===== src/rtl/main_fsm_if.sv =====
// Control bundle between the multicycle main FSM and the datapath.
// master: the FSM side (drives enables/selects, samples op/zero).
// slave : the datapath side (supplies op/zero, consumes controls).
// dbg_state exposes the FSM state register for observation only.
interface main_fsm_if;
    logic [6:0] op;
    logic       zero;
    logic       pc_write;
    logic       adr_src;
    logic       mem_write;
    logic       ir_write;
    logic       reg_write;
    logic [1:0] result_src;
    logic [1:0] alu_src_a;
    logic [1:0] alu_src_b;
    logic [1:0] alu_op;
    logic [1:0] imm_src;
    logic       illegal;
    logic [3:0] dbg_state;

    modport master (
        input  op, zero,
        output pc_write, adr_src, mem_write, ir_write, reg_write,
        output result_src, alu_src_a, alu_src_b, alu_op, imm_src,
        output illegal, dbg_state
    );

    modport slave (
        output op, zero,
        input  pc_write, adr_src, mem_write, ir_write, reg_write,
        input  result_src, alu_src_a, alu_src_b, alu_op, imm_src,
        input  illegal, dbg_state
    );
endinterface


===== src/rtl/main_fsm.sv =====
// Multicycle control FSM for the RV32I subset core (lw, sw, R, I-ALU, beq, jal).
// Moore control word is registered alongside the state (computed from the next
// state), so the datapath sees glitch-free selects. Reset loads the FETCH word;
// the write enables are additionally gated by reset so they stay low while it
// is held, and come up as FETCH values the moment it is released.
module main_fsm (
    input  logic       clk,
    input  logic       reset,
    main_fsm_if.master bus
);
    typedef enum logic [3:0] {
        S_FETCH    = 4'd0,
        S_DECODE   = 4'd1,
        S_MEMADR   = 4'd2,
        S_MEMREAD  = 4'd3,
        S_MEMWB    = 4'd4,
        S_MEMWRITE = 4'd5,
        S_EXECUTER = 4'd6,
        S_EXECUTEI = 4'd7,
        S_ALUWB    = 4'd8,
        S_BEQ      = 4'd9,
        S_JAL      = 4'd10
    } state_t;

    typedef struct packed {
        logic       adr_src;
        logic       mem_write;
        logic       ir_write;
        logic       reg_write;
        logic [1:0] result_src;
        logic [1:0] alu_src_a;
        logic [1:0] alu_src_b;
        logic [1:0] alu_op;
        logic       pc_update;
        logic       branch;
    } ctl_t;

    localparam logic [6:0] OP_LW  = 7'b0000011;
    localparam logic [6:0] OP_SW  = 7'b0100011;
    localparam logic [6:0] OP_R   = 7'b0110011;
    localparam logic [6:0] OP_I   = 7'b0010011;
    localparam logic [6:0] OP_BEQ = 7'b1100011;
    localparam logic [6:0] OP_JAL = 7'b1101111;

    // Moore control word for each state; anything not set is 0.
    function automatic ctl_t ctl_of(input state_t s);
        ctl_t c;
        c = '0;
        case (s)
            S_FETCH: begin
                c.ir_write   = 1'b1;
                c.alu_src_b  = 2'b10;
                c.result_src = 2'b10;
                c.pc_update  = 1'b1;
            end
            S_DECODE: begin
                c.alu_src_a = 2'b01;
                c.alu_src_b = 2'b01;
            end
            S_MEMADR: begin
                c.alu_src_a = 2'b10;
                c.alu_src_b = 2'b01;
            end
            S_MEMREAD: begin
                c.adr_src = 1'b1;
            end
            S_MEMWB: begin
                c.result_src = 2'b01;
                c.reg_write  = 1'b1;
            end
            S_MEMWRITE: begin
                c.adr_src   = 1'b1;
                c.mem_write = 1'b1;
            end
            S_EXECUTER: begin
                c.alu_src_a = 2'b10;
                c.alu_op    = 2'b10;
            end
            S_EXECUTEI: begin
                c.alu_src_a = 2'b10;
                c.alu_src_b = 2'b01;
                c.alu_op    = 2'b10;
            end
            S_ALUWB: begin
                c.reg_write = 1'b1;
            end
            S_BEQ: begin
                c.alu_src_a = 2'b10;
                c.alu_op    = 2'b01;
                c.branch    = 1'b1;
            end
            S_JAL: begin
                c.alu_src_a = 2'b01;
                c.alu_src_b = 2'b10;
                c.pc_update = 1'b1;
            end
            default: c = '0;
        endcase
        return c;
    endfunction

    state_t r_state;
    state_t w_next_state;
    ctl_t   r_ctl;
    logic   w_op_supported;

    // Opcode legality check used by DECODE.
    always_comb begin
        w_op_supported = 1'b0;
        case (bus.op)
            OP_LW, OP_SW, OP_R, OP_I, OP_BEQ, OP_JAL: w_op_supported = 1'b1;
            default:                                  w_op_supported = 1'b0;
        endcase
    end

    // Next-state logic; unknown encodings recover to FETCH.
    always_comb begin
        w_next_state = S_FETCH;
        case (r_state)
            S_FETCH:    w_next_state = S_DECODE;
            S_DECODE: begin
                case (bus.op)
                    OP_LW, OP_SW: w_next_state = S_MEMADR;
                    OP_R:         w_next_state = S_EXECUTER;
                    OP_I:         w_next_state = S_EXECUTEI;
                    OP_BEQ:       w_next_state = S_BEQ;
                    OP_JAL:       w_next_state = S_JAL;
                    default:      w_next_state = S_FETCH;
                endcase
            end
            S_MEMADR:   w_next_state = bus.op[5] ? S_MEMWRITE : S_MEMREAD;
            S_MEMREAD:  w_next_state = S_MEMWB;
            S_EXECUTER: w_next_state = S_ALUWB;
            S_EXECUTEI: w_next_state = S_ALUWB;
            S_JAL:      w_next_state = S_ALUWB;
            default:    w_next_state = S_FETCH;
        endcase
    end

    // State register plus registered Moore control word.
    always_ff @(posedge clk or posedge reset) begin
        if (reset) begin
            r_state <= S_FETCH;
            r_ctl   <= ctl_of(S_FETCH);
        end else begin
            r_state <= w_next_state;
            r_ctl   <= ctl_of(w_next_state);
        end
    end

    // Immediate type follows op in every state, including FETCH.
    always_comb begin
        bus.imm_src = 2'b00;
        case (bus.op)
            OP_SW:   bus.imm_src = 2'b01;
            OP_BEQ:  bus.imm_src = 2'b10;
            OP_JAL:  bus.imm_src = 2'b11;
            default: bus.imm_src = 2'b00;
        endcase
    end

    // zero only matters while the registered word carries branch (BEQ).
    assign bus.pc_write   = ~reset & (r_ctl.pc_update | (r_ctl.branch & bus.zero));
    assign bus.mem_write  = ~reset & r_ctl.mem_write;
    assign bus.ir_write   = ~reset & r_ctl.ir_write;
    assign bus.reg_write  = ~reset & r_ctl.reg_write;
    assign bus.illegal    = ~reset & (r_state == S_DECODE) & ~w_op_supported;
    assign bus.adr_src    = r_ctl.adr_src;
    assign bus.result_src = r_ctl.result_src;
    assign bus.alu_src_a  = r_ctl.alu_src_a;
    assign bus.alu_src_b  = r_ctl.alu_src_b;
    assign bus.alu_op     = r_ctl.alu_op;
    assign bus.dbg_state  = r_state;
endmodule


===== src/flat_wrapper.sv =====
// flat-port wrapper written by rule: the top's interface ports become plain ports
module main_fsm_flat 
  (clk, reset, bus_op, bus_zero, bus_pc_write, bus_adr_src, bus_mem_write, bus_ir_write, bus_reg_write, bus_result_src, bus_alu_src_a, bus_alu_src_b, bus_alu_op, bus_imm_src, bus_illegal, bus_dbg_state);
  main_fsm_if bus_i ();
  input  logic clk;
  input  logic reset;
  input wire logic [$bits(bus_i.op)-1:0] bus_op;
  input wire logic [$bits(bus_i.zero)-1:0] bus_zero;
  output wire logic [$bits(bus_i.pc_write)-1:0] bus_pc_write;
  output wire logic [$bits(bus_i.adr_src)-1:0] bus_adr_src;
  output wire logic [$bits(bus_i.mem_write)-1:0] bus_mem_write;
  output wire logic [$bits(bus_i.ir_write)-1:0] bus_ir_write;
  output wire logic [$bits(bus_i.reg_write)-1:0] bus_reg_write;
  output wire logic [$bits(bus_i.result_src)-1:0] bus_result_src;
  output wire logic [$bits(bus_i.alu_src_a)-1:0] bus_alu_src_a;
  output wire logic [$bits(bus_i.alu_src_b)-1:0] bus_alu_src_b;
  output wire logic [$bits(bus_i.alu_op)-1:0] bus_alu_op;
  output wire logic [$bits(bus_i.imm_src)-1:0] bus_imm_src;
  output wire logic [$bits(bus_i.illegal)-1:0] bus_illegal;
  output wire logic [$bits(bus_i.dbg_state)-1:0] bus_dbg_state;
  assign bus_i.op = bus_op;
  assign bus_i.zero = bus_zero;
  assign bus_pc_write = bus_i.pc_write;
  assign bus_adr_src = bus_i.adr_src;
  assign bus_mem_write = bus_i.mem_write;
  assign bus_ir_write = bus_i.ir_write;
  assign bus_reg_write = bus_i.reg_write;
  assign bus_result_src = bus_i.result_src;
  assign bus_alu_src_a = bus_i.alu_src_a;
  assign bus_alu_src_b = bus_i.alu_src_b;
  assign bus_alu_op = bus_i.alu_op;
  assign bus_imm_src = bus_i.imm_src;
  assign bus_illegal = bus_i.illegal;
  assign bus_dbg_state = bus_i.dbg_state;
  main_fsm u_core (.clk(clk), .reset(reset), .bus(bus_i));
endmodule

===== config.mk =====
export PLATFORM = sky130hd
export DESIGN_NAME = main_fsm_flat
export DESIGN_NICKNAME = d
export VERILOG_FILES = /design/src/rtl/main_fsm_if.sv /design/src/rtl/main_fsm.sv /design/src/flat_wrapper.sv
export SDC_FILE = /design/constraint.sdc
export NUM_CORES = 1
export LEC_CHECK = 0
export BUFFER_PORTS_ARGS = -buffer_cell sky130_fd_sc_hd__buf_2
export CAP_MARGIN = 20
export CORE_UTILIZATION = 44
export CTS_CLUSTER_DIAMETER = 150
export DETAILED_ROUTE_END_ITERATION = 10
export GPL_TIMING_DRIVEN = 0
export PLACE_DENSITY = 0.74
export SLEW_MARGIN = 20
export SYNTH_ARGS = -nofsm -noshare
export SYNTH_HDL_FRONTEND = slang
export SYNTH_SLANG_ARGS = --single-unit

===== constraint.sdc =====
create_clock -name clk -period 1.4 [get_ports clk]
set_input_delay 0.07 -clock clk [delete_from_list [all_inputs] [get_ports clk]]
set_output_delay 0.07 -clock clk [all_outputs]
set_load 0.1 [all_outputs]

==> results of run 1 <==
per-stage QoR:
| step | total power [W] | setup TNS [ns] | std cells | hold slack (ns) |
|---|---|---|---|---|
| 6_report | 0.00266 | -1.30 | 161 | 0.0133 |
| 5_1_grt | 0.00276 | -1.76 | 161 | 0.00746 |
| 4_1_cts | 0.00259 | -0.768 | 158 | 0.00470 |
| 3_5_place_dp | 0.00217 | -1.31 | 140 | 0.286 |
| 3_3_place_gp | 0.00215 | -1.21 | 140 | 0.266 |
| 2_1_floorplan | 0.00198 | -3.65 | 86 | -0.00604 |
kinds of logic (layout without fill, tap and decap cells):
| logic type | Yosys count | count (layout) | synth area share |
|---|---|---|---|
| AO/OA/AOI/OAI | 16 | 16 | 0.153 |
| buffers and inverters | 16 | 66 | 0.103 |
| flip-flops | 17 | 17 | 0.478 |
| XOR/XNOR | 1 | 1 | 0.00975 |
| AND/OR/NAND/NOR | 36 | 36 | 0.256 |
power by group through the flow:
stage / logic, W / clock network [W] / registers (W)
after floorplan: 0.00116 / 0 / 0.000818
after global placement: 0.00148 / 0 / 0.000677
after CTS: 0.00165 / 0.000271 / 0.000676
after global routing: 0.00178 / 0.000287 / 0.000694
after detailed placement: 0.00149 / 0 / 0.000682
final: 0.00172 / 0.000262 / 0.000682
cells in the final DEF (no fill, tap or decap), types with 3 or more instances in the layout:
| cell type | n |
|---|---|
| dfrtp_1 | 10 |
| nor2_1 | 4 |
| o21ai_2 | 3 |
| buf_4 | 28 |
| buf_2 | 20 |
| dfrtp_4 | 4 |
| clkbuf_4 | 6 |
| nand3b_1 | 3 |
| buf_6 | 4 |
| nand2_1 | 4 |
| inv_1 | 3 |
| dfstp_2 | 3 |
| inv_2 | 3 |
routing by layer:
metal  part of all wire  wire, um  global-route usage  vias to the layer above
met5                  0         0                   0                        -
met4              0.017        42              0.0514                        0
met3              0.038        92              0.0577                        6
met2               0.50      1230               0.383                       27
met1               0.45      1090               0.341                      411
li1                   -         -                   -                      393
cell type report:
cell class                      count  area share
Clock buffer                        4      0.0184
Inverter                            6      0.0158
Sequential cell                    17       0.311
Buffer                              9      0.0500
Timing Repair Buffer               47       0.222
Tap cell                           25      0.0219
Multi-Input combinational cell     53       0.361
timing repair:
| item | in CTS | in global routing |
|---|---|---|
| setup buffers | 15 | 4 |
| pin swaps | 15 | 11 |
| endpoints found under the setup margin | 11 | 14 |
| cloned | 0 | 0 |
| hold buffers | 1 | 0 |
| resized for setup | 24 | 9 |
| endpoints found under the hold margin | 14 | 0 |
flip-flops by register name (all words and copies together) (netlist names):
register and flops:
u_core.bus.dbg_state 4, u_core.bus.adr_src 1, u_core.r_ctl 5, u_core.bus.alu_src_a 2, u_core.bus.result_src 1, u_core.bus.alu_op 2, u_core.bus.alu_src_b 2
critical path, stage by stage, from the launching register on:
cell	delay, ns
dfrtp_4	0.54
or3_1	0.48
o21a_4	0.19
o32a_1	0.31
o21ai_2	0.06
worst min-delay path by stage:
stage          cells after the start      start                    to  slack, ns
3_5_place_dp                       2      reset  u_core.bus.alu_op[0]       0.29
5_1_grt                            2  bus_op[6]  u_core.bus.alu_op[1]      0.007
4_1_cts                            2  bus_op[6]  u_core.bus.alu_op[1]      0.005
2_1_floorplan                      1      reset    u_core.bus.adr_src     -0.006
3_3_place_gp                       2      reset      u_core.r_ctl[10]       0.27
6_report                           2  bus_op[6]  u_core.bus.alu_op[1]       0.01
==> impl_metrics.tcl, run 1 <==
set metrics [dict create \
    root_buffer "clkbuf_4" \
    crit_type "reg -> reg" \
    cp-start-kind "register" \
    multi_input_area_um2 514 \
    setup_viol 11 \
    relSlewSlack 0.591 \
    worst_pin_slew_ns 0.613 \
    arrival_ns 1.87 \
    synth.cell_area_um2 898 \
    synth_seq_cells 17 \
    viasPerCell 5.20 \
    max_freq_mhz 609 \
    r2r-end "u_core.bus.alu_src_b[0]" \
    antenna_cells 0 \
    clockBufferDepth 2 \
    min_path_type "in -> reg" \
    synth_top_area_frac 0.390 \
    ff2ff_setup_slack_ns -0.24 \
    gp_congestion 0.728 \
    outcome "complete, but fails checks" \
    fin_crit_sh 1.17 \
    synthTopCellsByArea "dfrtp_1 (39%), dfstp_2 (8.8%), buf_4 (6.7%)" \
    dp_hpwl_um 1370 \
    initial_core_util 0.493 \
    clk_pin_slew_ns 0.09 \
    postLayoutCoreUtil 0.784 \
    ios 30 \
    power_frac_comb 0.645 \
    synth_edf_count 0 \
    synth_top_flop_cell "dfrtp_1" \
    clock_power_share 0.099 \
    grt-ovfl-total 0 \
    first_pass_iters 4 \
    violations "negative setup slack" \
    drive_gt1_frac 0.706 \
    remaining_drc_errors 0 \
    grt_pass1_wl_um 3660 \
    synth_common_cells "dfrtp_1 (14), buf_4 (8), nand2_1 (7), nor2_1 (7), inv_1 (6)" \
    crit_end "u_core.bus.alu_src_b[0]" \
    min_period_ns 1.64 \
    synth.distinct_cells 28 \
    grt_usage 0.243 \
    reg2reg_depth 4 \
    die-width_um 47.2 \
    crit_required_ns 1.63 \
    synth_top_area_cell "dfrtp_1" \
    syn_to_final_growth_pct 58.8 \
    nets 147 \
    pwr-share-seq 0.256 \
    core-area_um2 1820 \
    reg2reg_from "u_core.bus.dbg_state[2]" \
    avgSynthCellArea_um2 10.4 \
    fin_area_um2 1430 \
    drt_iter0_drc 8 \
    place.port_buffers 29 \
    crit_path_end_kind "register" \
    htree_num_levels 1 \
    dieArea_um2 2230 \
    rsz0062_at_grt "yes" \
    yosysMostFrequentCell "dfrtp_1" \
    ir_drop_v 0.00175 \
    static-leakage-power_nw 0.721 \
    power.density_nw_per_um2 1870 \
    yosysWarnings 0 \
    drv_slew 0 \
    internal-power_w 0.00123 \
    wl_um 2450 \
    num_rows 15 \
    wl_per_cell_um 15.2 \
    hold_violations 0 \
    layout_setup_ws_ns -0.243 \
    dpl_cell_area_um2 1170 \
    synthArstFlopShare 1.00 \
    finalClockSkew_ns 0.000977 \
    ys_seq_area_frac 0.478 \
    vias 837 \
    grt_max_degree 18 \
    clock_sinks 17 \
    synthCells 86 \
    netSwitchingPower_w 0.00143 \
    clk_latency_ns 0.29 \
    cts_tree "built" \
    grt_pass1_vias 771 \
    fillers 132 \
    die_h_um 47.2 \
    regArea_um2 444 \
    switching_share 0.538 \
    syn_nets 96 \
    maxCapViolCount 0 \
    drtAntennaViolNets 0 \
    cts-buffers-inserted 3 \
    critical_path.max_fanout 6 \
    grt_antenna_before_repair 0 \
    pre_cts_ws_ns -0.339 \
    cp-startpoint "u_core.bus.dbg_state[2]" \
]
No activity file was read; power rests on OpenSTA's default activity.
==> inputs of run 2 (changes only) <==
Settings changed: REMOVE_ABC_BUFFERS set to 1.
==> run 2 against run 1 <==
- the flow still finishes with violations (negative setup slack)
- sequential share of layout area up 1.8 points
- wire length down 8.6%
- largest power group unchanged
- utilization down 6.0 points
- clock-buffer cell count down 1
- non-clock buffer count down 6
- cell count down 3.7%
- maximum frequency up 2.4%
- critical path depth up 2
- via count down 4.9%
==> impl_metrics.tcl, run 2 (synthesized netlist as in run 1, its figures left out) <==
set metrics [dict create \
    outcome "complete, but fails checks" \
    violations "negative setup slack" \
    clk_latency_ns 0.29 \
    drv_slew 0 \
    dp_cells 130 \
    root_buffer "clkbuf_4" \
    die-width_um 47.2 \
    arrival_ns 1.83 \
    hold_violations 0 \
    static-leakage-power_nw 0.679 \
    reg2reg_depth 6 \
    remaining_drc_errors 0 \
    crit_type "reg -> reg" \
    layout_commonest_cell "buf_2" \
    grt_pass1_wl_um 3370 \
    rsz0062_at_grt "yes" \
    initial_core_util 0.493 \
    ff2ff_setup_slack_ns -0.20 \
    vias 796 \
    cts_tree "built" \
    cts-buffers-inserted 3 \
    syn_to_final_growth_pct 46.7 \
    max_freq_mhz 624 \
    grt_max_degree 18 \
    relSlewSlack 0.596 \
    dp_hpwl_um 1220 \
    fin_cells 155 \
    htree_num_levels 1 \
    layout_setup_ws_ns -0.203 \
    min_path_type "in -> reg" \
    ios 30 \
    num_rows 15 \
    gp_congestion 0.761 \
    nets 141 \
    top_register "u_core.r_ctl" \
    wl_per_cell_um 14.5 \
    core-area_um2 1820 \
    dpl_cell_area_um2 1000 \
    drtAntennaViolNets 0 \
    min_period_ns 1.60 \
    crit_required_ns 1.63 \
    wl_um 2240 \
    setup_viol 10 \
    viasPerCell 5.14 \
    clockBufferDepth 2 \
    grt_usage 0.225 \
    antenna_cells 0 \
    maxCapViolCount 0 \
    reg2reg_from "u_core.bus.dbg_state[3]" \
    grt-ovfl-total 0 \
    layout_common_cells "buf_2 (22), buf_4 (21), dfrtp_1 (10)" \
    largest_reg_flops 5 \
    fin_crit_sh 1.15 \
    clock_sinks 17 \
    hold_path_end "u_core.bus.alu_op[1]" \
    power.density_nw_per_um2 1910 \
    min_from "bus_op[6]" \
    fin_area_um2 1320 \
    die_h_um 47.2 \
    worst_pin_slew_ns 0.606 \
    crit_path_end_kind "register" \
    clk_pin_slew_ns 0.10 \
    r2r-end "u_core.bus.alu_src_b[0]" \
    finalClockSkew_ns 0.00411 \
    drt_iter0_drc 8 \
    grt_pass1_vias 740 \
    grt_antenna_before_repair 0 \
    dieArea_um2 2230 \
    cp-start-kind "register" \
    drive_gt1_frac 0.623 \
    first_pass_iters 4 \
    place.port_buffers 29 \
    min_path_cells 2 \
    ir_drop_v 0.00148 \
    critical_path.max_fanout 6 \
]
==> run 2: cell types whose count changed in the layout (fill, tap and decap cells not counted), sizes merged <==
cell    before  now
buf         52   47
clkbuf       7    5
clkinv       0    1
==> run 2: worst max-delay path by stage <==
stage	startpoint	to
2_1_floorplan	u_core.bus.dbg_state[0]	bus_illegal
3_3_place_gp	u_core.bus.dbg_state[3]	u_core.bus.alu_src_a[0]
3_5_place_dp	u_core.bus.dbg_state[2]	bus_illegal
4_1_cts	u_core.bus.dbg_state[3]	u_core.bus.alu_src_b[0]
5_1_grt	u_core.bus.dbg_state[3]	bus_illegal
6_report	u_core.bus.dbg_state[3]	u_core.bus.alu_src_b[0]
==> run 2: through the flow <==
| stage | hold slack [ns] | TNS [ns] | total power [W] | utilization | setup WS [ns] |
|---|---|---|---|---|---|
| 2_1_floorplan | -0.00612 | -26.68 | 0.00179 | - | -2.94 |
| 3_3_place_gp | 0.217 | -2.05 | 0.00196 | 0.552 | -0.316 |
| 3_5_place_dp | 0.228 | -2.02 | 0.00197 | 0.552 | -0.313 |
| 4_1_cts | 0.0195 | -0.658 | 0.00244 | 0.684 | -0.176 |
| 5_1_grt | 0.0300 | -2.04 | 0.00260 | 0.724 | -0.298 |
| 6_report | 0.0217 | -1.17 | 0.00251 | 0.724 | -0.203 |
==> run 2: per-layer routing <==
layer,global-route usage,vias to the layer above,share of wire
li1,-,381,-
met1,0.255,382,0.40
met2,0.397,29,0.55
met3,0.0692,4,0.048
met4,0.0800,0,0.0062
met5,0,-,0
==> run 2: worst max-delay path, cell delays in order, from the launching register on <==
cell     delay [ns]
dfrtp_2        0.46
buf_4          0.15
nor4b_4        0.23
buf_4          0.18
a32oi_4        0.08
o32a_1         0.37
o21ai_2        0.07
==> run 2: area by class of cell <==
cell class,count,area [um2]
Fill cell,127,503
Multi-Input combinational cell,53,458
Sequential cell,17,434
Timing Repair Buffer,50,344
Tap cell,25,31.3
Clock buffer,3,22.5
Inverter,6,22.5
Clock inverter,1,5.00
==> run 2: repair_timing <==
action	CTS	global route
setup buffers	18	3
hold endpoints to repair	14	0
resized for setup	21	16
setup endpoints to repair	14	13
hold buffers	1	0
pin swaps	6	0
==> run 2: where the power goes <==
part	internal [W]	switching, W
clock	0.000106	0.000152
combinational	0.000408	0.00117
sequential	0.000622	0.0000557
total	0.00114	0.00138
